File: config.mk
export PLATFORM = sky130hd
export DESIGN_NAME = axi4_master
export DESIGN_NICKNAME = d
export VERILOG_FILES = /design/src/rtl/axi4_master.sv
export SDC_FILE = /design/constraint.sdc
export NUM_CORES = 1
export LEC_CHECK = 0
export ABC_CLOCK_PERIOD_IN_PS = 4900
export BUFFER_PORTS_ARGS = -buffer_cell sky130_fd_sc_hd__buf_2
export CAP_MARGIN = 20
export CELL_PAD_IN_SITES_DETAIL_PLACEMENT = 2
export CELL_PAD_IN_SITES_GLOBAL_PLACEMENT = 2
export CORE_MARGIN = 4
export CORE_UTILIZATION = 20
export DETAILED_ROUTE_END_ITERATION = 8
export PLACE_DENSITY = 0.85
export SYNTH_ARGS = -nofsm -noshare
export SYNTH_HDL_FRONTEND = slang
export SYNTH_SLANG_ARGS = --single-unit
File: constraint.sdc
create_clock -name ACLK -period 4.9 [get_ports ACLK]
set_input_delay 0 -clock ACLK [delete_from_list [all_inputs] [get_ports ACLK]]
set_output_delay 0 -clock ACLK [all_outputs]
set_load 0.01 [all_outputs]
File: src/rtl/axi4_master.sv
// AXI4 initiator: one command in, one INCR burst out on AW/W/B or AR/R.
// Reports completion with a one-cycle done pulse and the final response.
//
// Ports:
//   ACLK, ARESET                 clock, async active-high reset
//   cmd_*                        command handshake (write flag, addr, len)
//   wd_*                         write-data stream from the client
//   rd_*                         read-data stream to the client
//   done, done_resp, len_err     completion pulse, response, length error
//   AW*/W*/B*/AR*/R*             AXI4 master channels (no IDs, no WSTRB)
module axi4_master #(
  parameter int DATA_WIDTH = 32,
  parameter int ADDR_WIDTH = 16
) (
  input  logic                  ACLK,
  input  logic                  ARESET,
  input  logic                  cmd_valid,
  output logic                  cmd_ready,
  input  logic                  cmd_write,
  input  logic [ADDR_WIDTH-1:0] cmd_addr,
  input  logic [7:0]            cmd_len,
  input  logic [DATA_WIDTH-1:0] wd_data,
  input  logic                  wd_valid,
  output logic                  wd_ready,
  output logic [DATA_WIDTH-1:0] rd_data,
  output logic                  rd_valid,
  output logic                  rd_last,
  input  logic                  rd_ready,
  output logic                  done,
  output logic [1:0]            done_resp,
  output logic                  len_err,
  output logic [ADDR_WIDTH-1:0] AWADDR,
  output logic [7:0]            AWLEN,
  output logic [2:0]            AWSIZE,
  output logic                  AWVALID,
  input  logic                  AWREADY,
  output logic [DATA_WIDTH-1:0] WDATA,
  output logic                  WVALID,
  output logic                  WLAST,
  input  logic                  WREADY,
  input  logic [1:0]            BRESP,
  input  logic                  BVALID,
  output logic                  BREADY,
  output logic [ADDR_WIDTH-1:0] ARADDR,
  output logic [7:0]            ARLEN,
  output logic [2:0]            ARSIZE,
  output logic                  ARVALID,
  input  logic                  ARREADY,
  input  logic [DATA_WIDTH-1:0] RDATA,
  input  logic [1:0]            RRESP,
  input  logic                  RVALID,
  input  logic                  RLAST,
  output logic                  RREADY
);

  localparam logic [2:0] SIZE = 3'($clog2(DATA_WIDTH / 8));

  typedef enum logic [2:0] {
    S_IDLE, S_AW, S_W, S_B, S_AR, S_R, S_DONE
  } state_t;

  state_t                state_q, state_d;
  logic [ADDR_WIDTH-1:0] addr_q, addr_d;
  logic [7:0]            len_q, len_d;
  logic [7:0]            cnt_q, cnt_d;
  logic [1:0]            resp_q, resp_d;
  logic                  err_q, err_d;
  logic                  last;

  always_ff @(posedge ACLK or posedge ARESET) begin
    if (ARESET) begin
      state_q <= S_IDLE;
      addr_q  <= '0;
      len_q   <= '0;
      cnt_q   <= '0;
      resp_q  <= '0;
      err_q   <= 1'b0;
    end else begin
      state_q <= state_d;
      addr_q  <= addr_d;
      len_q   <= len_d;
      cnt_q   <= cnt_d;
      resp_q  <= resp_d;
      err_q   <= err_d;
    end
  end

  assign last      = (cnt_q == len_q);
  assign AWADDR    = addr_q;
  assign AWLEN     = len_q;
  assign AWSIZE    = SIZE;
  assign ARADDR    = addr_q;
  assign ARLEN     = len_q;
  assign ARSIZE    = SIZE;
  assign done_resp = resp_q;

  always_comb begin
    state_d   = state_q;
    addr_d    = addr_q;
    len_d     = len_q;
    cnt_d     = cnt_q;
    resp_d    = resp_q;
    err_d     = err_q;
    cmd_ready = 1'b0;
    AWVALID   = 1'b0;
    WVALID    = 1'b0;
    WLAST     = 1'b0;
    WDATA     = '0;
    wd_ready  = 1'b0;
    BREADY    = 1'b0;
    ARVALID   = 1'b0;
    RREADY    = 1'b0;
    rd_valid  = 1'b0;
    rd_last   = 1'b0;
    rd_data   = '0;
    done      = 1'b0;
    len_err   = 1'b0;
    unique case (state_q)
      S_IDLE: begin
        cmd_ready = 1'b1;
        if (cmd_valid) begin
          addr_d  = cmd_addr;
          len_d   = cmd_len;
          cnt_d   = '0;
          resp_d  = '0;
          err_d   = 1'b0;
          state_d = cmd_write ? S_AW : S_AR;
        end
      end
      S_AW: begin
        AWVALID = 1'b1;
        if (AWREADY) state_d = S_W;
      end
      S_W: begin
        WVALID   = wd_valid;
        WDATA    = wd_data;
        WLAST    = last;
        wd_ready = WREADY;
        if (wd_valid && WREADY) begin
          cnt_d = cnt_q + 8'd1;
          if (last) state_d = S_B;
        end
      end
      S_B: begin
        BREADY = 1'b1;
        if (BVALID) begin
          resp_d  = BRESP;
          state_d = S_DONE;
        end
      end
      S_AR: begin
        ARVALID = 1'b1;
        if (ARREADY) state_d = S_R;
      end
      S_R: begin
        rd_valid = RVALID;
        rd_data  = RDATA;
        rd_last  = RLAST;
        RREADY   = rd_ready;
        if (RVALID && rd_ready) begin
          cnt_d = cnt_q + 8'd1;
          if (RRESP > resp_q) resp_d = RRESP;
          // Early RLAST and missing RLAST are both length errors.
          if (RLAST != last) err_d = 1'b1;
          if (RLAST || last) state_d = S_DONE;
        end
      end
      S_DONE: begin
        done    = 1'b1;
        len_err = err_q;
        state_d = S_IDLE;
      end
      default: state_d = S_IDLE;
    endcase
  end

endmodule

* Word level (Yosys, flattened, before mapping) *
Cells that the tools add are included.

storage, ports and cells
  register bits after elaboration = 38
  input port bits = 104
  word-level logic and storage cells = 75

cells by class
  $add $sub $neg = 1
  $lt $le $gt $ge = 1
  equality and inequality tests = 18
  mux-type cells = 37
  reductions and logical operators = 12

operator list
  kind                                                  number
  2-to-1 mux 32 bit                                     2
  2-to-1 mux 3 bit                                      9
  2-to-1 mux 8 bit                                      3
  one-hot mux 8 bit (3 select lines)                    1
  != test 2 bit (second input constant)                 10
  one-hot mux 3 bit (6 select lines)                    1
  2-to-1 mux 1 bit                                      15
  equality test 3 bit (second input constant)           3
  adder 8 x 1 -> 8 bit (second input constant)          1
  equality test 8 bit                                   1
  2-to-1 mux 2 bit                                      4
  AND reduction 4 bit                                   2
  AND reduction 8 bit                                   1
  equality test 3 x 2 -> 1 bit (second input constant)  2
  one-hot mux 2 bit (3 select lines)                    1
  nonzero test 3 bit                                    2
  AND reduction 5 bit                                   1
  equality test 3 x 1 -> 1 bit (second input constant)  1
  zero test 3 bit                                       1
  greater-than comparator 2 bit                         1
  logical AND 1 bit                                     2
  one-hot mux 1 bit (2 select lines)                    1
  AND reduction 2 bit                                   1
  nonzero test 2 bit                                    1
  2 further kinds                                       2

* Depth between registers and ports, before layout *
Gate-level depths: netlist (run 1).

  depth after elaboration = 5
  gate-level depth with buffers = 7

* Worst setup path after synthesis (run 1) *
OpenSTA, ideal clock, no wires.

  path type = reg2reg
  start point = register state_q[0]
  end point = register addr_q[0] (netlist: ARADDR[0])
  data arrival time = 1771 ps
  data required time = 4775 ps
  path slack = 3004 ps
  cell stages (with the launch flop) = 6
  buffers on the path = 2
  cell sequence = dfrtp_1 > nor3_1 > and2_1 > buf_2 > buf_2 > mux2_2

on the way
  word-level cells in the longest chain between the ends = 2

ends and longest elaborated chain
  element                               line  text
  start, declared                       62    state_t state_q, state_d;
  start signal, assigned                79    state_q <= state_d;
  zero test 3 bit                       118   unique case (state_q)
  AND reduction 2 bit (no source line)  -
  end signal, assigned                  80    addr_q <= addr_d;
  end, declared                         63    logic [ADDR_WIDTH-1:0] addr_q, addr_d;

No other way between the ends.
A chain may end at the register's enable or synchronous reset.

* Worst setup path after layout (run 1) *
  start point = register state_q[1]
  end point = register cnt_q[4]

on the way
  word-level cells in the longest chain between the ends = 3
  elaborated cells on any way between the ends = 9
  those cells by class = eq/ne: 5; mux: 1; reduce/logical: 3

ends and longest elaborated chain
  element                                                                      line  text
  equality test 3 x 2 -> 1 bit, or another cell as far along                   118
  != test 2 bit (no source line) / nonzero test 3 bit (equally long branches)  -
  AND reduction 4 bit (no source line)                                         -
  end signal, assigned                                                         82    cnt_q <= cnt_d;
  end, declared                                                                65    logic [7:0] cnt_q, cnt_d;

Parallel ways exist; a longest one is shown, timed or not.

==> results.cfg, run 1 <==
[clocking]
clkLatencyLatePin_ns = 0.28
ctsHtreeMaxLevel = 2
ctsResizeCount = 0
numCtsBuffers = 5
clockBufferDepth = 2
path_clk_slew_ns = 0.06
tritoncts = done
cts_root_buffer = clkbuf_16
cts_setup_buffers = 0
clock-sinks = 38

[global_routing]
antenna_found_initial = 1
use_met1 = 0.1491
track_usage = 0.1521
grt_pass1_vias = 3167
grt_pass1_wl_um = 17560
grt_overflow = 0
grt_max_degree = 40
grt.met3_usage = 0.04735
grt_use_met2 = 0.3090
busiest_layer = met2

[yosys]
avgSynthCellArea_um2 = 9.380
ys_top_cells_by_area = dfrtp_1 36%, and2_1 17%, mux2_2 11%
synth_flop_cell = dfrtp_1
synth_common_cells = 71 x and2_1, 38 x dfrtp_1, 30 x buf_4
netlist_area_um2 = 2608
synth_top_area_frac = 0.3647
ys_seq_area_frac = 0.3647
async_flop_share = 1.000
synth-warning-count = 0
synthCells = 278
synth_cell_types = 44
synth_edf_count = 0
synth_top_area_cell = dfrtp_1
yosysMostFrequentCell = and2_1
ys_seq_elements = 38

[layout]
register_area_um2 = 950.9
drive_gt1_frac = 0.5397
area_delta_synth_final_pct = 59.17
final_nets = 611
multi_input_area_um2 = 1351
fill_cells = 1478
post-route-util = 0.3275

[sta]
setup_violations = 0
period_share = 0.5146
relSlewSlack = 0.3116
finalHoldViolCount = 0
tightest_slew_ns = 1.031
clock_skew_ns = 0.009142
min_period_ns = 2.522
final.setup.tns_ns = 0
max_freq_ghz = 0.3966
drv_slew = 0
rsz0062_at_grt = false

[route]
vias = 2832
first_iter_violations = 52
drc_errors = 0
routed_wl_um = 11780
drt_pass1_iterations = 4
ant_nets = 0
wl_per_cell_um = 17.41
vias_per_cell = 4.183

[die]
rows = 41
core_area_um2 = 12670
pin_count = 236
die_w_um = 122.2
fp.dieH_um = 122.2
die_area_um2 = 14930
start_util = 0.2058

[critical_path]
cp.required_ns = 5.07
r2r_start = state_q[1]
crit_type = reg -> reg
crit_path_max_fanout = 36
cp_cell_sequence = nor3b_4 -> nor2_1 -> or2_1 -> o31ai_1
cp.arrival_ns = 2.69
crit_path_max_incr_delay_ns = 0.93
cp-end-kind = flop
slowest_stage = nor3b_4
worstSetupStartpointType = flop
cp-startpoint = state_q[1]

[outcome]
status = finished clean

[place]
post-dp-hpwl_um = 9361
routabilityCongestion = 0.8956
port_buffers = 229

[flow_run]
max-cap-violations = 0

[power]
p_leak_uw = 0.002284
power.density_nw_per_um2 = 506.4
total_power_uw = 2102
peakVddDrop_mv = 0.1623

[min_path]
hp-class = in -> reg
hp-start = BRESP[1]
## metal layers
metal	up-vias	routed length, um
met4	0	92
met1	1330	3980
li1	1341	-
met2	155	6535
met5	-	0
met3	6	1176
## layout make-up
type | instances | area share
antenna | 1 | 0.0006030
clock inverter | 2 | 0.003015
timing repair buffer | 258 | 0.3491
multi-input combinational | 192 | 0.3256
inverter | 8 | 0.007235
sequential | 38 | 0.2291
tap | 172 | 0.05185
clock buffer | 6 | 0.03346
## metrics by stage
stage	cell area, um^2	hold WS (ns)	std cells	setup WS [ns]
global route	4150	0.02622	677	2.058
detailed placement	3709	0.1739	641	2.313
finish	4150	0.01508	677	2.378
CTS	4120	0.01394	675	2.289
global placement	3709	0.1464	641	2.538
floorplan	2623	0.1145	282	3.004
## worst max-delay path: cells and delay by family (launching register included)
family	cells	cell delay (ns)
flip-flops	1	0.67
AND/OR/NAND/NOR	3	1.46
AO/OA/AOI/OAI	1	0.28
## flip-flops by register name (all words and copies together) (netlist names)
name / flops
cnt_q: 8
ARLEN: 8
state_q: 3
err_q: 1
ARADDR: 16
done_resp: 2
## kinds of logic after synthesis
family | count (synthesis) | share of synthesized area
AOI/OAI and AO/OA | 35 | 0.09117
xor gates and xnor gates | 9 | 0.03023
adders and majority gates | 4 | 0.01919
buffers and inverters | 52 | 0.1252
DFF | 38 | 0.3647
muxes | 26 | 0.1118
other | 2 | 0.002880
and+or+nand+nor | 112 | 0.2548
## cells in the final DEF (no fill, tap or decap), types with 2 or more instances in the layout
master / synthesis / final
mux2_2: 25 / 25
dfrtp_1: 38 / 38
and2_1: 71 / 71
o21ai_0: 9 / 9
buf_2: 3 / 229
o221a_2: 2 / 2
dlygate4sd3_1: 0 / 26
nor2_1: 8 / 8
clkbuf_16: 0 / 5
ha_1: 4 / 4
and3_1: 2 / 2
nand2_1: 8 / 8
nor3_1: 5 / 5
nor4_1: 2 / 2
nand3_1: 4 / 4
nor2b_1: 3 / 3
o211ai_1: 2 / 2
inv_1: 8 / 8
xor2_1: 9 / 9
a21oi_1: 6 / 6
a31oi_1: 2 / 2
buf_4: 30 / 2
o31ai_1: 4 / 4
conb_1: 2 / 6
## timing repair
| action | 4_1_cts | 5_1_grt |
|---|---|---|
| setup endpoints to repair | 0 | 0 |
| hold buffers | 26 | 0 |
| endpoints found under the hold margin | 63 | 0 |
## final timing paths
kind | endpoint | slack [ns] | cells past startpoint
worst max-delay path | cnt_q[4] | 2.38 | 4
worst min-delay path | done_resp[1] | 0.02 | 3
worst max register to register | cnt_q[4] | 2.38 | 4
worst min register to register | err_q | 0.53 | 2
max in group asynchronous | ARLEN[1] | 4.11 | 4
min in group asynchronous | ARADDR[2] | 0.44 | 4
## where the power goes
part / leakage [uW] / switching (uW) / internal [uW]
registers: 0.000472 / 174 / 448
clock network: 0.0000729 / 124 / 201
logic: 0.00174 / 617 / 537
No activity file was read; power rests on OpenSTA's default activity.
==> run 2: changes to the inputs <==
==> config.mk (replaced) <==
export PLATFORM = sky130hd
export DESIGN_NAME = axi4_master
export DESIGN_NICKNAME = d
export VERILOG_FILES = /design/src/rtl/axi4_master.sv
export SDC_FILE = /design/constraint.sdc
export NUM_CORES = 1
export LEC_CHECK = 0
export ABC_CLOCK_PERIOD_IN_PS = 2500
export BUFFER_PORTS_ARGS = -buffer_cell sky130_fd_sc_hd__buf_2
export CAP_MARGIN = 20
export CELL_PAD_IN_SITES_DETAIL_PLACEMENT = 2
export CELL_PAD_IN_SITES_GLOBAL_PLACEMENT = 2
export CORE_MARGIN = 4
export CORE_UTILIZATION = 19
export DETAILED_ROUTE_END_ITERATION = 8
export PLACE_DENSITY = 0.81
export SYNTH_ARGS = -nofsm -noshare
export SYNTH_HDL_FRONTEND = slang
export SYNTH_SLANG_ARGS = --single-unit
==> constraint.sdc (replaced) <==
create_clock -name ACLK -period 2.5 [get_ports ACLK]
set_input_delay 0 -clock ACLK [delete_from_list [all_inputs] [get_ports ACLK]]
set_output_delay 0 -clock ACLK [all_outputs]
set_load 0.01 [all_outputs]
==> results.cfg, run 2 (same netlist as run 1, synthesis figures left out) <==
[global_routing]
grt_overflow = 0
grt_pass1_wl_um = 17620
track_usage = 0.1388
grt_max_degree = 39
grt_pass1_vias = 3236
antenna_found_initial = 3

[route]
ant_nets = 0
wl_met2_um = 6120
vias = 2815
first_iter_violations = 29
routed_wl_um = 11260
wl_per_cell_um = 16.56
drc_errors = 0
drt_pass1_iterations = 4
routed-wl-met3_um = 935
vias_per_cell = 4.140
wl_met1_um = 4074
top_layer_used = met5

[clocking]
clockBufferDepth = 2
clock-sinks = 38
cts_setup_buffers = 0
numCtsBuffers = 5
cts_hold_buf = 26
path_clk_slew_ns = 0.06
ctsResizeCount = 0
clkLatencyLatePin_ns = 0.28
cts_root_buffer = clkbuf_16
ctsHtreeMaxLevel = 2
tritoncts = done

[place]
dpl_worst_slack_ns = 0.4132
post_dp_cell_area_um2 = 3722
port_buffers = 229
routabilityCongestion = 0.8022
post-dp-hpwl_um = 8709

[layout]
fill_cells = 1557
area_delta_synth_final_pct = 58.16
drive_gt1_frac = 0.5388
design_area_um2 = 4124
largest_register_ffs = 16
final_common_cell = buf_2
final_cell_mix = 229 x buf_2, 71 x and2_1, 38 x dfrtp_1
post-route-util = 0.3090
final_nets = 612

[sta]
period_share = 0.8280
fin_hold_ws_ns = 0.03161
clock_skew_ns = 0.005940
min_period_ns = 2.070
final.setup.tns_ns = 0
max_freq_ghz = 0.4831
relSlewSlack = 0.6552
finalHoldViolCount = 0
drv_slew = 0
setup_violations = 0
rsz0062_at_grt = false
setup_slack_ns = 0.4299
tightest_slew_ns = 0.5171

[power]
peakVddDrop_mv = 0.3077
p_leak_uw = 0.002277
power.density_nw_per_um2 = 976.3

[critical_path]
slowest_stage = dfrtp_1
crit_type = reg -> reg
cp-end-kind = flop
worstSetupStartpointType = flop
crit_buf_inv = 0
cp_cell_sequence = nor3_1 -> a31oi_1 -> o21ai_2 -> or4_1 -> a21oi_1
cp.required_ns = 2.70
crit_path_max_fanout = 15
crit_path_max_incr_delay_ns = 0.65
cp_top_family = compound AO/OA/AOI/OAI gates
cp.arrival_ns = 2.27

[die]
start_util = 0.1954
rows = 42
pin_count = 236
fp.dieH_um = 125.2
die_area_um2 = 15660
core_area_um2 = 13350
die_w_um = 125.2

[outcome]
status = finished clean

[min_path]
hp-class = in -> reg

[flow_run]
max-cap-violations = 0
run 2: changes by cell type in the layout (fill, tap and decap cells not counted):
cell	previous run	this run
clkinvlp_4	1	0
nor3b_4	1	0
clkinv_2	1	0
buf_16	1	0
buf_4	2	4
nor3b_2	0	1
run 2: path summary, 6_finish.rpt:
| kind | startpoint | end | slack [ns] | cells past startpoint |
|---|---|---|---|---|
| max | state_q[0] | cnt_q[7] | 0.43 | 5 |
| min | BRESP[1] | done_resp[1] | 0.03 | 3 |
| max reg2reg | state_q[0] | cnt_q[7] | 0.43 | 5 |
| min reg2reg | err_q | err_q | 0.52 | 2 |
| max in group asynchronous | ARESET | state_q[2] | 1.71 | 4 |
| min in group asynchronous | ARESET | ARADDR[11] | 0.42 | 4 |
run 2: cell type report:
cell class	instances	area, um^2	share of cell area
Inverter	8	30.03	0.007282
Timing Repair Buffer	259	1436	0.3483
Tap cell	176	220.2	0.05340
Multi-Input combinational cell	192	1345	0.3262
Sequential cell	38	950.9	0.2306
Clock buffer	6	138.9	0.03368
Antenna cell	1	2.502	0.0006068
run 2: where the power goes:
part	leakage, uW	internal, uW	switching, uW
Sequential	0.000472	878	320
Combinational	0.00174	1040	1180
Clock	0.0000688	385	228
run 2: routing by layer:
metal,GRT usage,vias to the layer above
met5,0,-
met3,0.04520,13
met1,0.1432,1321
met4,0.02487,6
li1,-,1343
met2,0.2736,132
run 2: worst min-delay path: stages:
cell	delay, ns
buf_2	0.08
a22oi_1	0.06
mux2i_1	0.12
run 2: metrics by stage:
stage               total power [uW]  std cells
CTS                             4065        679
global route                    4367        679
floorplan                       2698        282
detailed placement              3406        647
finish                          4026        680
global placement                3299        647
==> run 3: changes to the inputs <==
==> config.mk (replaced) <==
export PLATFORM = sky130hd
export DESIGN_NAME = axi4_master
export DESIGN_NICKNAME = d
export VERILOG_FILES = /design/src/rtl/axi4_master.sv
export SDC_FILE = /design/constraint.sdc
export NUM_CORES = 1
export LEC_CHECK = 0
export ABC_CLOCK_PERIOD_IN_PS = 1750
export BUFFER_PORTS_ARGS = -buffer_cell sky130_fd_sc_hd__buf_2
export CAP_MARGIN = 20
export CELL_PAD_IN_SITES_DETAIL_PLACEMENT = 2
export CELL_PAD_IN_SITES_GLOBAL_PLACEMENT = 2
export CORE_MARGIN = 4
export CORE_UTILIZATION = 17
export DETAILED_ROUTE_END_ITERATION = 8
export PLACE_DENSITY = 0.77
export SYNTH_ARGS = -nofsm -noshare
export SYNTH_HDL_FRONTEND = slang
export SYNTH_SLANG_ARGS = --single-unit
==> constraint.sdc (replaced) <==
create_clock -name ACLK -period 1.75 [get_ports ACLK]
set_input_delay 0 -clock ACLK [delete_from_list [all_inputs] [get_ports ACLK]]
set_output_delay 0 -clock ACLK [all_outputs]
set_load 0.01 [all_outputs]
==> results.cfg, run 3 (same netlist as run 1, synthesis figures left out) <==
[route]
vias_per_cell = 4.165
routed-wl-met3_um = 899
vias = 3082
first_iter_violations = 37
wl_per_cell_um = 17.17
ant_nets = 0
wl_met2_um = 7047
drt_pass1_iterations = 4
drc_errors = 0
top_layer_used = met5
routed_wl_um = 12710
wl_met1_um = 4536

[die]
fp.dieH_um = 131.8
die_area_um2 = 17380
rows = 45
start_util = 0.1728
die_w_um = 131.8
pin_count = 236
core_area_um2 = 15090

[clocking]
clockBufferDepth = 2
cts_root_buffer = clkbuf_16
path_clk_slew_ns = 0.06
ctsHtreeMaxLevel = 2
clkLatencyLatePin_ns = 0.28
tritoncts = done
numCtsBuffers = 5
clock-sinks = 38

[place]
routabilityCongestion = 0.8654
port_buffers = 229
post-dp-hpwl_um = 9567
dpl_worst_slack_ns = -0.1184
post_dp_cell_area_um2 = 3996
dpl.cell_count = 692

[global_routing]
antenna_found_initial = 2
grt_max_degree = 39
grt_pass1_wl_um = 19300
grt_pass1_vias = 3535
grt_overflow = 0
track_usage = 0.1363

[power]
p_leak_uw = 0.002577
peakVddDrop_mv = 0.4345
power.density_nw_per_um2 = 1500

[critical_path]
crit_path_max_fanout = 6
crit_buf_inv = 0
cp-end-kind = flop
slowest_stage = or4_4
cp_top_family = compound AO/OA/AOI/OAI gates
crit_type = reg -> reg
cp.arrival_ns = 1.98
cp_cell_sequence = a21boi_4 -> o31ai_4 -> o21ai_4 -> or4_4 -> a21oi_2
cp.required_ns = 1.96
worstSetupStartpointType = flop
crit_path_max_incr_delay_ns = 0.55

[sta]
clock_skew_ns = 0.007414
tightest_slew_ns = 0.5166
max_freq_ghz = 0.5650
period_share = 1.011
finalHoldViolCount = 0
setup_violations = 2
min_period_ns = 1.770
drv_slew = 0
final.setup.tns_ns = -0.03798
relSlewSlack = 0.6556
rsz0062_at_grt = true
setup_slack_ns = -0.02002
fin_hold_ws_ns = 0.04334

[layout]
drive_gt1_frac = 0.6268
final_common_cell = buf_2
final_nets = 659
design_area_um2 = 4755
largest_register_ffs = 16
area_delta_synth_final_pct = 82.34
final_cell_mix = 226 x buf_2, 66 x and2_1, 40 x buf_4
insertedDiodeCount = 0
stdcell_count = 740

[outcome]
status = finished with violations
violations = setup timing

[flow_run]
max-cap-violations = 0

[min_path]
hp-class = in -> reg
==> run 3: cell types whose count changed in the layout (fill, tap and decap cells not counted), sizes merged <==
cell         change
clkinv           +1
clkinvlp         +1
dlygate4sd3      -1
buf             +47
diode            -1
clkbuf           +1
==> run 3: worst register-to-register path, delay by kind of cell, from the launching register on <==
kind / cells / cell delay (ns)
AOI/OAI and AO/OA: 4 / 0.69
and+or+nand+nor: 1 / 0.55
DFF: 1 / 0.46
==> run 3: worst paths after layout <==
check / startpoint / endpoint / slack, ns / depth (start not counted)
max in group asynchronous: ARESET / state_q[1] / 0.92 / 4
min reg2reg: err_q / err_q / 0.52 / 2
max: state_q[1] / cnt_q[7] / -0.02 / 5
min: BRESP[1] / done_resp[1] / 0.04 / 3
min in group asynchronous: ARESET / ARADDR[0] / 0.44 / 4
max reg2reg: state_q[1] / cnt_q[7] / -0.02 / 5
==> run 3: routing by layer <==
metal,vias to the layer above,track usage
met5,-,0
met4,4,0.02334
met3,14,0.03969
met2,150,0.2736
met1,1475,0.1402
li1,1439,-
==> run 3: final cells by class <==
class | count | area (um^2)
Clock inverter | 2 | 12.51
Sequential cell | 38 | 954.7
Clock buffer | 6 | 138.9
Timing Repair Buffer | 306 | 1911
Fill cell | 1726 | 10330
Tap cell | 188 | 235.2
Inverter | 8 | 30.03
Multi-Input combinational cell | 192 | 1473
==> run 3: power breakdown <==
part           switching, uW  internal, uW  total, uW  leakage, uW
Sequential               360          1260       1620     0.000468
Combinational           2240          2350       4590      0.00204
Clock                    357           564        921    0.0000729
Total                   2960          4180       7130      0.00258
==> run 3: per-stage QoR <==
stage	util	total power, uW
after floorplan	-	3882
after global placement	0.2648	5259
after detailed placement	0.2648	5427
after CTS	0.3025	6773
after global routing	0.3151	7653
final	0.3151	7133
==> run 3: timing repair <==
action                                  in CTS  in global routing
hold buffers                                25                  0
cloned                                       1                  1
buffers inserted                             7                  6
pin swaps                                    9                 11
endpoints found under the hold margin       62                  0
endpoints found under the setup margin      77                 45
gates resized for setup                     23                 32
